===== config.mk =====
export PLATFORM = sky130hd
export DESIGN_NAME = mdu_seq
export DESIGN_NICKNAME = d
export VERILOG_FILES = /design/src/rtl/mdu_pkg.sv /design/src/rtl/div_radix2.sv /design/src/rtl/mdu_seq.sv
export SDC_FILE = /design/constraint.sdc
export NUM_CORES = 2
export LEC_CHECK = 0
export CAP_MARGIN = 25
export CORE_ASPECT_RATIO = 2
export CORE_MARGIN = 2
export CORE_UTILIZATION = 50
export DETAILED_ROUTE_END_ITERATION = 7
export PLACE_DENSITY = 0.75
export SKIP_CTS_REPAIR_TIMING = 1
export SLEW_MARGIN = 10
export SYNTH_ARGS = -nofsm -noshare
export SYNTH_HDL_FRONTEND = slang
export SYNTH_SLANG_ARGS = --single-unit

===== constraint.sdc =====
create_clock -name clk -period 13.2 [get_ports clk]
set_input_delay 2.64 -clock clk [delete_from_list [all_inputs] [get_ports clk]]
set_output_delay 2.64 -clock clk [all_outputs]
set_load 0.05 [all_outputs]

===== src/rtl/mdu_pkg.sv =====
// Shared encodings for the multiply/divide sequencer: operation codes, FSM states, default width.
package mdu_pkg;

  localparam int WIDTH_DEF = 32;

  localparam logic [1:0] OP_MULT  = 2'b00;
  localparam logic [1:0] OP_MULTU = 2'b01;
  localparam logic [1:0] OP_DIV   = 2'b10;
  localparam logic [1:0] OP_DIVU  = 2'b11;

  typedef enum logic [1:0] {
    IDLE = 2'd0,
    MUL  = 2'd1,
    DIV  = 2'd2,
    DONE = 2'd3
  } state_t;

  function automatic logic is_div_op(input logic [1:0] op);
    return op[1];
  endfunction

endpackage


===== src/rtl/div_radix2.sv =====
// Unsigned restoring divider, one quotient bit per step; ITERS steps after load.
// last flags the final step; quo_next/rem_next carry that step's result combinationally.
module div_radix2 #(
  parameter int WIDTH = 32,
  parameter int ITERS = WIDTH
) (
  input  logic             clk,
  input  logic             rst,
  input  logic             load,
  input  logic             step,
  input  logic [WIDTH-1:0] dividend,
  input  logic [WIDTH-1:0] divisor,
  output logic             last,
  output logic [WIDTH-1:0] quo_next,
  output logic [WIDTH-1:0] rem_next
);

  localparam int CW = $clog2(ITERS) + 1;

  logic [WIDTH:0]   rem_q;
  logic [WIDTH-1:0] quo_q;
  logic [WIDTH-1:0] dvs_q;
  logic [CW-1:0]    cnt;
  logic [WIDTH:0]   shifted;
  logic [WIDTH:0]   diff;

  // The dividend is shifted out of the quotient register MSB-first while
  // quotient bits are shifted in at the bottom.
  always_comb begin
    shifted  = {rem_q[WIDTH-1:0], quo_q[WIDTH-1]};
    diff     = shifted - {1'b0, dvs_q};
    rem_next = diff[WIDTH] ? shifted[WIDTH-1:0] : diff[WIDTH-1:0];
    quo_next = {quo_q[WIDTH-2:0], ~diff[WIDTH]};
    last     = step && (cnt == CW'(ITERS - 1));
  end

  always_ff @(posedge clk or posedge rst) begin
    if (rst) begin
      rem_q <= '0;
      quo_q <= '0;
      dvs_q <= '0;
      cnt   <= '0;
    end else if (load) begin
      rem_q <= '0;
      quo_q <= dividend;
      dvs_q <= divisor;
      cnt   <= '0;
    end else if (step) begin
      rem_q <= {1'b0, rem_next};
      quo_q <= quo_next;
      cnt   <= cnt + 1'b1;
    end
  end

endmodule


===== src/rtl/mdu_seq.sv =====
// MULT/MULTU/DIV/DIVU sequencer: product done 2 cycles after accept, divide DIV_ITERS+1.
// Holds the front of the pipeline via stall while working; flush aborts with no write.
module mdu_seq
  import mdu_pkg::*;
#(
  parameter int WIDTH     = WIDTH_DEF,
  parameter int DIV_ITERS = WIDTH
) (
  input  logic             clk,
  input  logic             rst,
  input  logic             start,
  input  logic [1:0]       op,
  input  logic [WIDTH-1:0] srca,
  input  logic [WIDTH-1:0] srcb,
  input  logic             flush,
  output logic             stall,
  output logic             busy,
  output logic             done,
  output logic [WIDTH-1:0] hi,
  output logic [WIDTH-1:0] lo,
  output logic             hilo_we
);

  state_t state, state_nxt;

  logic [WIDTH-1:0]   opa, opb;
  logic [1:0]         op_q;
  logic               q_neg, r_neg;
  logic               accept, div_load, div_step, div_last;
  logic               sgn_div, a_neg, b_neg;
  logic [WIDTH-1:0]   mag_a, mag_b;
  logic [WIDTH-1:0]   quo_next, rem_next;
  logic [2*WIDTH-1:0] ext_a, ext_b, product;

  assign accept   = (state == IDLE) && start && !flush;
  assign div_load = accept && is_div_op(op);
  assign div_step = (state == DIV) && !flush;

  assign stall   = !flush && ((start && state == IDLE) || state == MUL || state == DIV);
  assign hilo_we = done;

  always_comb begin
    sgn_div = (op == OP_DIV);
    a_neg   = sgn_div && srca[WIDTH-1];
    b_neg   = sgn_div && srcb[WIDTH-1];
    mag_a   = a_neg ? -srca : srca;
    mag_b   = b_neg ? -srcb : srcb;
  end

  // Full-width product of operands extended to 2*WIDTH; the low 2*WIDTH bits are exact.
  always_comb begin
    ext_a   = (op_q == OP_MULT) ? {{WIDTH{opa[WIDTH-1]}}, opa} : {{WIDTH{1'b0}}, opa};
    ext_b   = (op_q == OP_MULT) ? {{WIDTH{opb[WIDTH-1]}}, opb} : {{WIDTH{1'b0}}, opb};
    product = ext_a * ext_b;
  end

  div_radix2 #(
    .WIDTH (WIDTH),
    .ITERS (DIV_ITERS)
  ) u_div (
    .clk      (clk),
    .rst      (rst),
    .load     (div_load),
    .step     (div_step),
    .dividend (mag_a),
    .divisor  (mag_b),
    .last     (div_last),
    .quo_next (quo_next),
    .rem_next (rem_next)
  );

  always_comb begin
    state_nxt = state;
    unique case (state)
      IDLE: if (accept) state_nxt = is_div_op(op) ? DIV : MUL;
      MUL:  state_nxt = flush ? IDLE : DONE;
      DIV:  begin
        if (flush)         state_nxt = IDLE;
        else if (div_last) state_nxt = DONE;
      end
      DONE: state_nxt = IDLE;
      default: state_nxt = IDLE;
    endcase
  end

  always_ff @(posedge clk or posedge rst) begin
    if (rst) begin
      state <= IDLE;
      busy  <= 1'b0;
      done  <= 1'b0;
      hi    <= '0;
      lo    <= '0;
      opa   <= '0;
      opb   <= '0;
      op_q  <= OP_MULT;
      q_neg <= 1'b0;
      r_neg <= 1'b0;
    end else begin
      state <= state_nxt;
      busy  <= (state_nxt != IDLE);
      done  <= (state_nxt == DONE);
      if (accept) begin
        opa   <= srca;
        opb   <= srcb;
        op_q  <= op;
        // A zero divisor leaves the all-ones quotient un-negated.
        q_neg <= (a_neg ^ b_neg) && (srcb != '0);
        r_neg <= a_neg;
      end
      if (state == MUL && !flush) begin
        hi <= product[2*WIDTH-1:WIDTH];
        lo <= product[WIDTH-1:0];
      end
      if (div_last) begin
        hi <= r_neg ? -rem_next : rem_next;
        lo <= q_neg ? -quo_next : quo_next;
      end
    end
  end

endmodule


==> run metrics <==
initial cell density of the core=0.503; drt wl/cell=25.8 microns; startpoint type of the worst setup path=flop; Crit path largest cell delay=0.61 ns; Area contributors post-synth=fa_1 (46%), dfrtp_1 (9.6%), inv_1 (9.6%); most common library cell in the layout ignoring fill and taps=inv_1; Clock Skew=0.0562 ns; Hold Crit Class=flop to flop; CTS sink cnt=238; maximum fanout along the worst path=24; RSZ-0062 raised after global routing=false; TritonCTS clock tree=built; depth of the worst register-to-register path=35; gate family responsible for the most delay along the worst path=adder cells; number of standard-cell rows in the floorplan=182; first-pass iteration count of the detailed router=6; Post-route DRC=0; R2R setup slack=2.78 ns; cell type contributing the most total cell area after synthesis=fa_1; post-synthesis to final-layout area growth=5.88%; maximum clock path buffer count=3; area of the mapped netlist=61700 sq um; number of I/O port buffers=137; clock transition at the registers of the reported paths=0.06 ns; footprint of the multi-input gates=48600 sq um; TritonCTS Buffers=26; global-route wire length before repair=318 mm; sequential cell area in the final layout=5960 sq um; number of fillers in the final layout=11.0k; Setup-failing EPs final=0; # IOs=138; count of buffer and inverter cells on the critical path=9; CTS root buf=clkbuf_16; number of maximum-capacitance constraint violations=0; Async SR Flop Fraction=1.00; ratio of cells with drive above 1 in the final layout=0.0257; total global routing track utilization=0.347; DP Wirelength=171 mm; Nets=8508; initial drt markers=3216; arrival time at the worst endpoint=10.86 ns; initial antenna violation count=21; detailed-route via count=48.2k; Core Box Area=123000 sq um; GR Overflow Total=0; beginning of the critical path=op_q[0]; EDFF count, synth=0; Syn Inst Count=6754; portion of the post-synthesis area used by sequential elements=0.0965; Net Count, Synth=8589; full die area=126000 sq um; Final Hold Viols=0; horizontal die dimension=252 microns; type of the setup path with the least slack=flop to flop; measured slew at the worst slew-check pin=1.10 ns; Slowest cell on crit path=fa_1; remaining max-slew budget at the tightest pin=0.267; share of the synthesized area in the top cell type=0.462; Max Freq=95.9 MHz; number of global-route vias before repair=53.6k; Detailed Route WL=213 mm; Vert. Die Dim=501 microns; Top FF cell, synth=dfrtp_1; number of levels the H-tree was split into=1; commonest cells after routing, fill and taps aside=inv_1 (1578), fa_1 (1424), nand2_1 (951), and2_1 (517), ha_1 (341); reg-to-reg startpoint=op_q[0]; per-instance average area after synthesis=9.14 sq um; result of the run=complete, no violations; YS warnings=0; final RePlAce weighted congestion=1.04; post-synthesis sequential element count=238; setup_tns=0 ns; Hold Crit Start=opa[17]; count of distinct cell types in the synthesized netlist=88; Critical Path Most Common Cell=fa_1; crit path capture=hi[29]; Slew Limit Fails=0; Required @ worst endpoint=13.64 ns; critical path depth=35; sort of element at the end of the critical path=flop; remaining antenna violation count=0; minimum clock period=10.42 ns; final worst path period share=0.790; largest net degree at the start of global routing=106; Clock Latency Late Sink=0.59 ns; number of vias per cell after detailed routing=5.82; endpoint of the worst register-to-register path=hi[29]
==> synth_stat cells (all sizes together), types with 14 or more instances <==
master  instances
dfrtp         238
buf            25
inv          1580
or3            21
clkbuf        309
ha            341
o41ai          14
nor3           42
nand2         955
a211oi         33
xor2          106
and3           35
nand2b         24
a21o           42
nor4           16
a22oi          35
a21oi         168
nand3          69
o21ai         201
mux2i          26
fa           1424
nand4          16
o21bai         14
nor2          133
o211ai         26
a31oi          42
xnor2         151
o31ai          24
and2          519
==> area by class of cell <==
class / count / area share
flip-flops and latches: 238 / 0.0913
well taps: 1564 / 0.0299
diodes: 17 / 0.000651
multi-input cells: 4602 / 0.743
inverters: 1580 / 0.0909
clock inverters: 7 / 0.00157
repair buffers: 225 / 0.0314
clock buffers: 36 / 0.0110
==> logic make-up after synthesis <==
kind of cell | after synthesis | share of synthesized area
buf+inv | 1914 | 0.117
mux | 27 | 0.00446
compound gates | 670 | 0.0685
flops | 238 | 0.0965
simple gates | 1881 | 0.146
xor+xnor | 257 | 0.0365
fa+ha+maj | 1767 | 0.531
==> metrics by stage <==
stage                     cell area [sq um]  utilization  instances  hold WS (ns)  setup WS [ns]
after global placement                64500        0.525       8208         0.460           2.88
after floorplan                       61700            -       6754         0.446           3.85
after global routing                  65300        0.532       8254         0.491           2.35
after detailed placement              64500        0.525       8209         0.464           2.87
final                                 65400        0.532       8269         0.475           2.78
after CTS                             65300        0.532       8252         0.478           2.86
==> flip-flops by register name, summed over array words and instances, names as in the netlist <==
register and cells:
op_q 2, lo 32, u_div.dvs_q 32, opa 32
u_div.rem_q 32, u_div.quo_q 32, opb 32, busy 1
r_neg 1, u_div.cnt 6, state 2, hi 32
q_neg 1, done 1
==> worst min-delay path, cell delays in order (launching register included) <==
cell	delay (ns)
dfrtp_1	0.34
nand2_1	0.05
nand2_1	0.06
==> layer usage <==
layer	vias to the layer above	track usage	share of wire
met3	1210	0.0509	0.060
met4	16	0.384	0.14
met2	2378	0.607	0.51
li1	19938	-	-
met5	-	0	0.00043
met1	24624	0.327	0.29
==> worst min-delay path by stage <==
| stage | end | slack, ns | depth (start not counted) |
|---|---|---|---|
| after floorplan | op_q[0] | 0.45 | 2 |
| after global placement | opa[12] | 0.46 | 2 |
| after detailed placement | opa[22] | 0.46 | 2 |
| after CTS | opa[24] | 0.48 | 2 |
| after global routing | opa[19] | 0.49 | 2 |
| final | opa[17] | 0.48 | 2 |
Power is left out: the tool's default activity adds up to more than one toggle a clock period on the data nets, which glitch-free logic cannot reach.
